$ cat src/rtl/crc_transmitter.sv
// Bit-serial CRC encoder: accepts a BW-bit word, emits the codeword {data, remainder} under valid/ready.
// Optional single-bit error injection on out[0] when CRC_TX_ERR_INJ_EN is defined.
module crc_transmitter #(
   parameter int                BW      = 4,
   parameter int                CRC_BW  = 3,
   parameter logic [CRC_BW:0]   DIVISOR = 4'b1011
) (
   input  logic                 clk,
   input  logic                 rstn,
   input  logic [BW-1:0]        in_data,
   input  logic                 in_valid,
   output logic                 in_ready,
   output logic [BW+CRC_BW-1:0] out,
   output logic                 out_valid,
`ifdef CRC_TX_ERR_INJ_EN
   input  logic                 err_inj,
`endif
   input  logic                 out_ready
);

   localparam int W     = BW + CRC_BW;
   localparam int CNT_W = (BW > 1) ? $clog2(BW) : 1;

   typedef enum logic [1:0] {IDLE, SHIFT, HOLD} state_t;

   state_t              state, state_nxt;
   logic [BW-1:0]       shreg, shreg_nxt;
   logic [BW-1:0]       data_q, data_nxt;
   logic [CRC_BW-1:0]   rem, rem_nxt, rem_step;
   logic [CNT_W-1:0]    cnt, cnt_nxt;
   logic [W-1:0]        out_nxt;
   logic                out_valid_nxt;
   logic                fb;

   assign in_ready = (state == IDLE);

   always_comb begin
      state_nxt     = state;
      shreg_nxt     = shreg;
      data_nxt      = data_q;
      rem_nxt       = rem;
      cnt_nxt       = cnt;
      out_nxt       = out;
      out_valid_nxt = out_valid;

      // One LFSR step with the implicit leading 1 of the divisor folded into the feedback
      fb       = shreg[BW-1] ^ rem[CRC_BW-1];
      rem_step = {rem[CRC_BW-2:0], 1'b0} ^ (fb ? DIVISOR[CRC_BW-1:0] : '0);

      unique case (state)
         IDLE: begin
            if (in_valid) begin
               shreg_nxt = in_data;
               data_nxt  = in_data;
               rem_nxt   = '0;
               cnt_nxt   = '0;
               state_nxt = SHIFT;
            end
         end
         SHIFT: begin
            rem_nxt   = rem_step;
            shreg_nxt = shreg << 1;
            cnt_nxt   = cnt + CNT_W'(1);
            if (cnt == CNT_W'(BW - 1)) begin
               out_nxt       = {data_q, rem_step};
`ifdef CRC_TX_ERR_INJ_EN
               if (err_inj) out_nxt[0] = ~out_nxt[0];
`endif
               out_valid_nxt = 1'b1;
               state_nxt     = HOLD;
            end
         end
         HOLD: begin
            if (out_valid && out_ready) begin
               out_valid_nxt = 1'b0;
               state_nxt     = IDLE;
            end
         end
         default: state_nxt = IDLE;
      endcase
   end

   always_ff @(posedge clk) begin
      if (!rstn) begin
         state     <= IDLE;
         shreg     <= '0;
         data_q    <= '0;
         rem       <= '0;
         cnt       <= '0;
         out       <= '0;
         out_valid <= 1'b0;
      end else begin
         state     <= state_nxt;
         shreg     <= shreg_nxt;
         data_q    <= data_nxt;
         rem       <= rem_nxt;
         cnt       <= cnt_nxt;
         out       <= out_nxt;
         out_valid <= out_valid_nxt;
      end
   end

endmodule

$ cat config.mk
export PLATFORM = sky130hd
export DESIGN_NAME = crc_transmitter
export DESIGN_NICKNAME = d
export VERILOG_FILES = /design/src/rtl/crc_transmitter.sv
export SDC_FILE = /design/constraint.sdc
export NUM_CORES = 1
export LEC_CHECK = 0
export ABC_AREA = 1
export BUFFER_PORTS_ARGS = -buffer_cell sky130_fd_sc_hd__buf_2
export CAP_MARGIN = 20
export CORE_MARGIN = 1
export CORE_UTILIZATION = 51
export DETAILED_ROUTE_END_ITERATION = 10
export GPL_TIMING_DRIVEN = 0
export PLACE_DENSITY_LB_ADDON = 0.3
export SLEW_MARGIN = 20
export SYNTH_ARGS = -nofsm -noshare
export SYNTH_HDL_FRONTEND = slang
export SYNTH_SLANG_ARGS = --single-unit
$ cat constraint.sdc
create_clock -name clk -period 1.2 [get_ports clk]
set_input_delay 0.12 -clock clk [delete_from_list [all_inputs] [get_ports clk]]
set_output_delay 0.12 -clock clk [all_outputs]
set_load 0.01 [all_outputs]
# Word level (Yosys, flattened, before mapping)
# Index checks and enable logic that the tools add are counted.
classes:
  n_div: 0
  add_sub_neg: 1
  order_cmp: 0
  n_reduce_logical: 9
  n_bitwise: 2
  n_eq_ne: 6
  muxes: 14
  n_shift: 0
  multipliers: 0
op_table:
  columns: ["operator", "count"]
  rows:
  - ["$mux 2", 5]
  - ["$pmux 4 s2", 1]
  - ["$ne 2x2->1 const B", 3]
  - ["$pmux 2 s3", 1]
  - ["$pmux 3 s2", 1]
  - ["$reduce_and 2->1", 3]
  - ["$reduce_and 3->1", 2]
  - ["$eq 2x2->1 const B", 2]
  - ["$mux 4", 1]
  - ["$pmux 2 s2", 1]
  - ["$reduce_bool 2->1", 2]
  - ["$mux 3", 1]
  - ["$xor 3x2->3", 1]
  - ["$add 2x1->2 const B", 1]
  - ["$eq 2x1->1 const B", 1]
  - ["$logic_not 2->1", 1]
  - ["$mux 1", 2]
  - ["$pmux 1 s2", 1]
  - ["$logic_and 1x1->1", 1]
  - ["$xor 1x1->1", 1]
word_totals:
  word_cells: 39
  ram_bits: 0
  romBits: 0
  output_inout_bits: 9
  input_bits: 8
  latch_bits: 0
  n_memories: 0
  regBits: 23

# Longest topological paths before layout
logic_depth:
  depth_word: 4
  depth_mapped: 7
  mapped_depth_nobuf: 7

# Worst setup path before layout
# OpenSTA, ideal clock, no wires.
synth_timing:
  path_kind: "reg-to-reg"
  from: "register cnt[0]"
  to: "register out[1]"
  slack_ps: 156
  t_required_ps: 1091
  path_buffers: 0
  t_arrival_ps: 935
  synth_period_minus_slack_ps: 1044
  stages_incl_launch_ff: 7
  setup_ps: 109
  path_cell_list: "dfxtp_1 > ha_1 > inv_1 > nor2_8 > o21a_1 > nand2_1 > inv_1"
synth_between:
  elab_chain_cells: 2
synth_lines:
  columns: ["element", "line", "source"]
  rows:
  - ["start, declared", "30", "logic [CNT_W-1:0] cnt, cnt_nxt;"]
  - ["start signal, assigned", "97", "cnt <= cnt_nxt;"]
  - ["$eq 2x2->1", "64", "if (cnt == CNT_W'(BW - 1)) begin"]
  - ["$reduce_and 2->1 (no source line)", null, null]
  - ["end signal, assigned", "98", "out <= out_nxt;"]
  - ["end, declared", "13", "output logic [BW+CRC_BW-1:0] out,"]
# No other way between the ends.
# A chain may end at the register's enable or synchronous reset.

# Worst setup path after layout
layout_timing:
  from: "register state[0]"
  to: "output in_ready"
layout_between:
  elab_chain_cells: 1
layout_lines:
  columns: ["element", "line", "source"]
  rows:
  - ["start, declared", "26", "state_t state, state_nxt;"]
  - ["start signal, assigned", "93", "state <= state_nxt;"]
  - ["$logic_not 2->1", "35", "assign in_ready = (state == IDLE);"]
  - ["end, declared", "12", "output logic in_ready,"]
# No other way between the ends.

==> qor.yml <==
run:
  max-cap-violations: 0
floorplanning:
  die_w_um: 43.86
  rows: 14
  dieArea_um2: 1923
  io_pins: 17
  initial_core_util: 0.5667
  die_h_um: 43.86
  core_um2: 1577
yosys:
  syn-num-nets: 123
  netlist_area_um2: 893.4
  seq_area_frac_synth: 0.5154
  ys_types: 18
  synthCells: 114
  yosysWarnings: 0
  ys_ff_latch: 23
  avgSynthCellArea_um2: 7.836
clock_network:
  postCtsHoldBufs: 0
  cts_sinks: 23
  cts_tree: "built"
  cts_max_level: 1
  cts_buffer_depth: 2
  post_cts_buffers: 0
  cts_root_buf: "clkbuf_4"
  cts.reportedPaths.clkPinSlew_ns: 0.12
  clk_latency_ns: 0.30
  numCtsBuffers: 3
setup_path:
  critPathKind: "flip-flop to primary output"
  worstPathRequired_ns: 1.08
  cp-end-kind: "primary output"
  cp-start-kind: "flip-flop"
  path_max_fanout: 6
  cp.arrival_ns: 1.00
timing:
  setup_viol: 0
  whs_ns: 0.08955
  rsz0062_at_grt: "no"
  finClkSkew_ns: 0.002625
  worst_pin_slew_ns: 0.4581
  layout_setup_ws_ns: 0.08084
  fin_tns_setup_ns: 0
  max-slew-margin-rel: 0.6946
  slew_viol_final: 0
  min_period_ns: 1.119
  hold_violations: 0
  fmax_mhz: 893.5
  post-route-period-util: 0.9326
power_and_ir_drop:
  power_density_nw_per_um2: 1242
  p_sw_uw: 312.6
  finalPower_mw: 1.275
  max-vdd-ir-drop_mv: 0.9675
  seq_power_share: 0.635
  leakage_nw: 0.4620
  power_frac_comb: 0.093
  clkPwrFrac: 0.272
  p_int_uw: 962.8
  swShare: 0.2451
detailed_routing:
  vias_per_cell: 5.213
  drtAntennaViolNets: 0
  drcViolationCount: 0
  drt_iter0_drc: 20
  wl_um: 1697
  dr.pass1.iters: 6
  routedWlPerCell_um: 11.31
  vias: 782
worst_hold_path:
  hold_class: "primary input to flip-flop"
layout:
  final_common_cell: "nand2_1"
  fill_cells: 145
  nets: 144
  multiInputGateArea_um2: 397.9
  drive_above_1_share: 0.2090
  regArea_um2: 462.9
  synthToLayoutAreaGrowth_pct: 14.99
  n_antenna_cell: 0
  instances_no_fill: 150
  final_cell_mix: "34 x nand2_1, 21 x dfxtp_1, 16 x buf_2"
placement:
  place_worst_setup_slack_ns: 0.07057
  port_buffers: 16
  dp_hpwl_um: 1255
  dp_cells: 146
  place_congestion: 0.8036
global_route:
  grt_antenna_before_repair: 0
  grt_usage: 0.2050
  grt_pass1_vias: 716
  grt_max_degree: 13
  grt_overflow: 0
  grt_pass1_wl_um: 2925
outcome:
  status: "finished, final reports clean"
final cells by class:
| type | instances | share of cell area |
|---|---|---|
| plain buffers | 1 | 0.003654 |
| inverters | 9 | 0.03532 |
| well taps | 16 | 0.01949 |
| repair buffers | 16 | 0.07795 |
| clock buffers | 4 | 0.02558 |
| multi-input cells | 81 | 0.3873 |
| flip-flops and latches | 23 | 0.4507 |
per-layer routing:
layer  track usage  up-vias  wire (µm)
met2        0.3313       11        813
li1              -      414          -
met3       0.02500        2         37
met4       0.09091        0          9
met1        0.2756      355        836
met5             0        -          0
registers in the layout (all words and copies together), names as in the netlist:
signal     count
out            7
data_q         4
rem            3
out_valid      1
state          2
shreg          4
cnt            2
repair_timing:
item / in CTS / in global routing
pin swaps: 0 / 1
resized for setup: 1 / 2
endpoints found under the setup margin: 1 / 4
path summary, 6_finish.rpt:
kind                               start        to  slack (ns)  cells past startpoint
worst max-delay path            state[0]  in_ready        0.08                      2
worst max register to register  state[1]    out[5]        0.09                      6
worst min register to register    out[2]    out[2]        0.47                      2
worst min-delay path                rstn    out[6]        0.09                      3
stage by stage:
step | utilization | cell area [µm²]
finish | 0.6516 | 1027
global route | 0.6516 | 1027
CTS | 0.6500 | 1025
detailed placement | 0.6302 | 993.5
global placement | 0.6302 | 993.5
floorplan | - | 893.4
critical path, stage by stage, from the launching register on:
cell and delay, ns:
dfxtp_2 0.38, nor2_4 0.16, buf_2 0.15
logic make-up after synthesis:
kind of cell / share of synthesized area
AND/OR/NAND/NOR: 0.2801
AO/OA/AOI/OAI: 0.1457
flip-flops: 0.5154
buffers and inverters: 0.04482
adder cells (fa/ha/maj): 0.01400
cell usage after synthesis, drive strengths merged:
cell type,instances,area share
a21oi,15,0.084
a31oi,3,0.021
clkbuf,1,0.0042
dfxtp,23,0.52
ha,1,0.014
inv,9,0.041
nand2,35,0.16
nand3,8,0.045
nand3b,1,0.0084
nor2,12,0.071
o21a,1,0.0084
o21ai,5,0.032
power by group through the flow:
stage / sequential [mW] / clock, mW / combinational, mW
5_1_grt: 0.814 / 0.375 / 0.136
3_3_place_gp: 0.824 / 0 / 0.113
6_report: 0.810 / 0.347 / 0.118
2_1_floorplan: 0.822 / 0 / 0.0786
4_1_cts: 0.809 / 0.352 / 0.118
3_5_place_dp: 0.825 / 0 / 0.116
No activity file was read; power rests on OpenSTA's default activity.
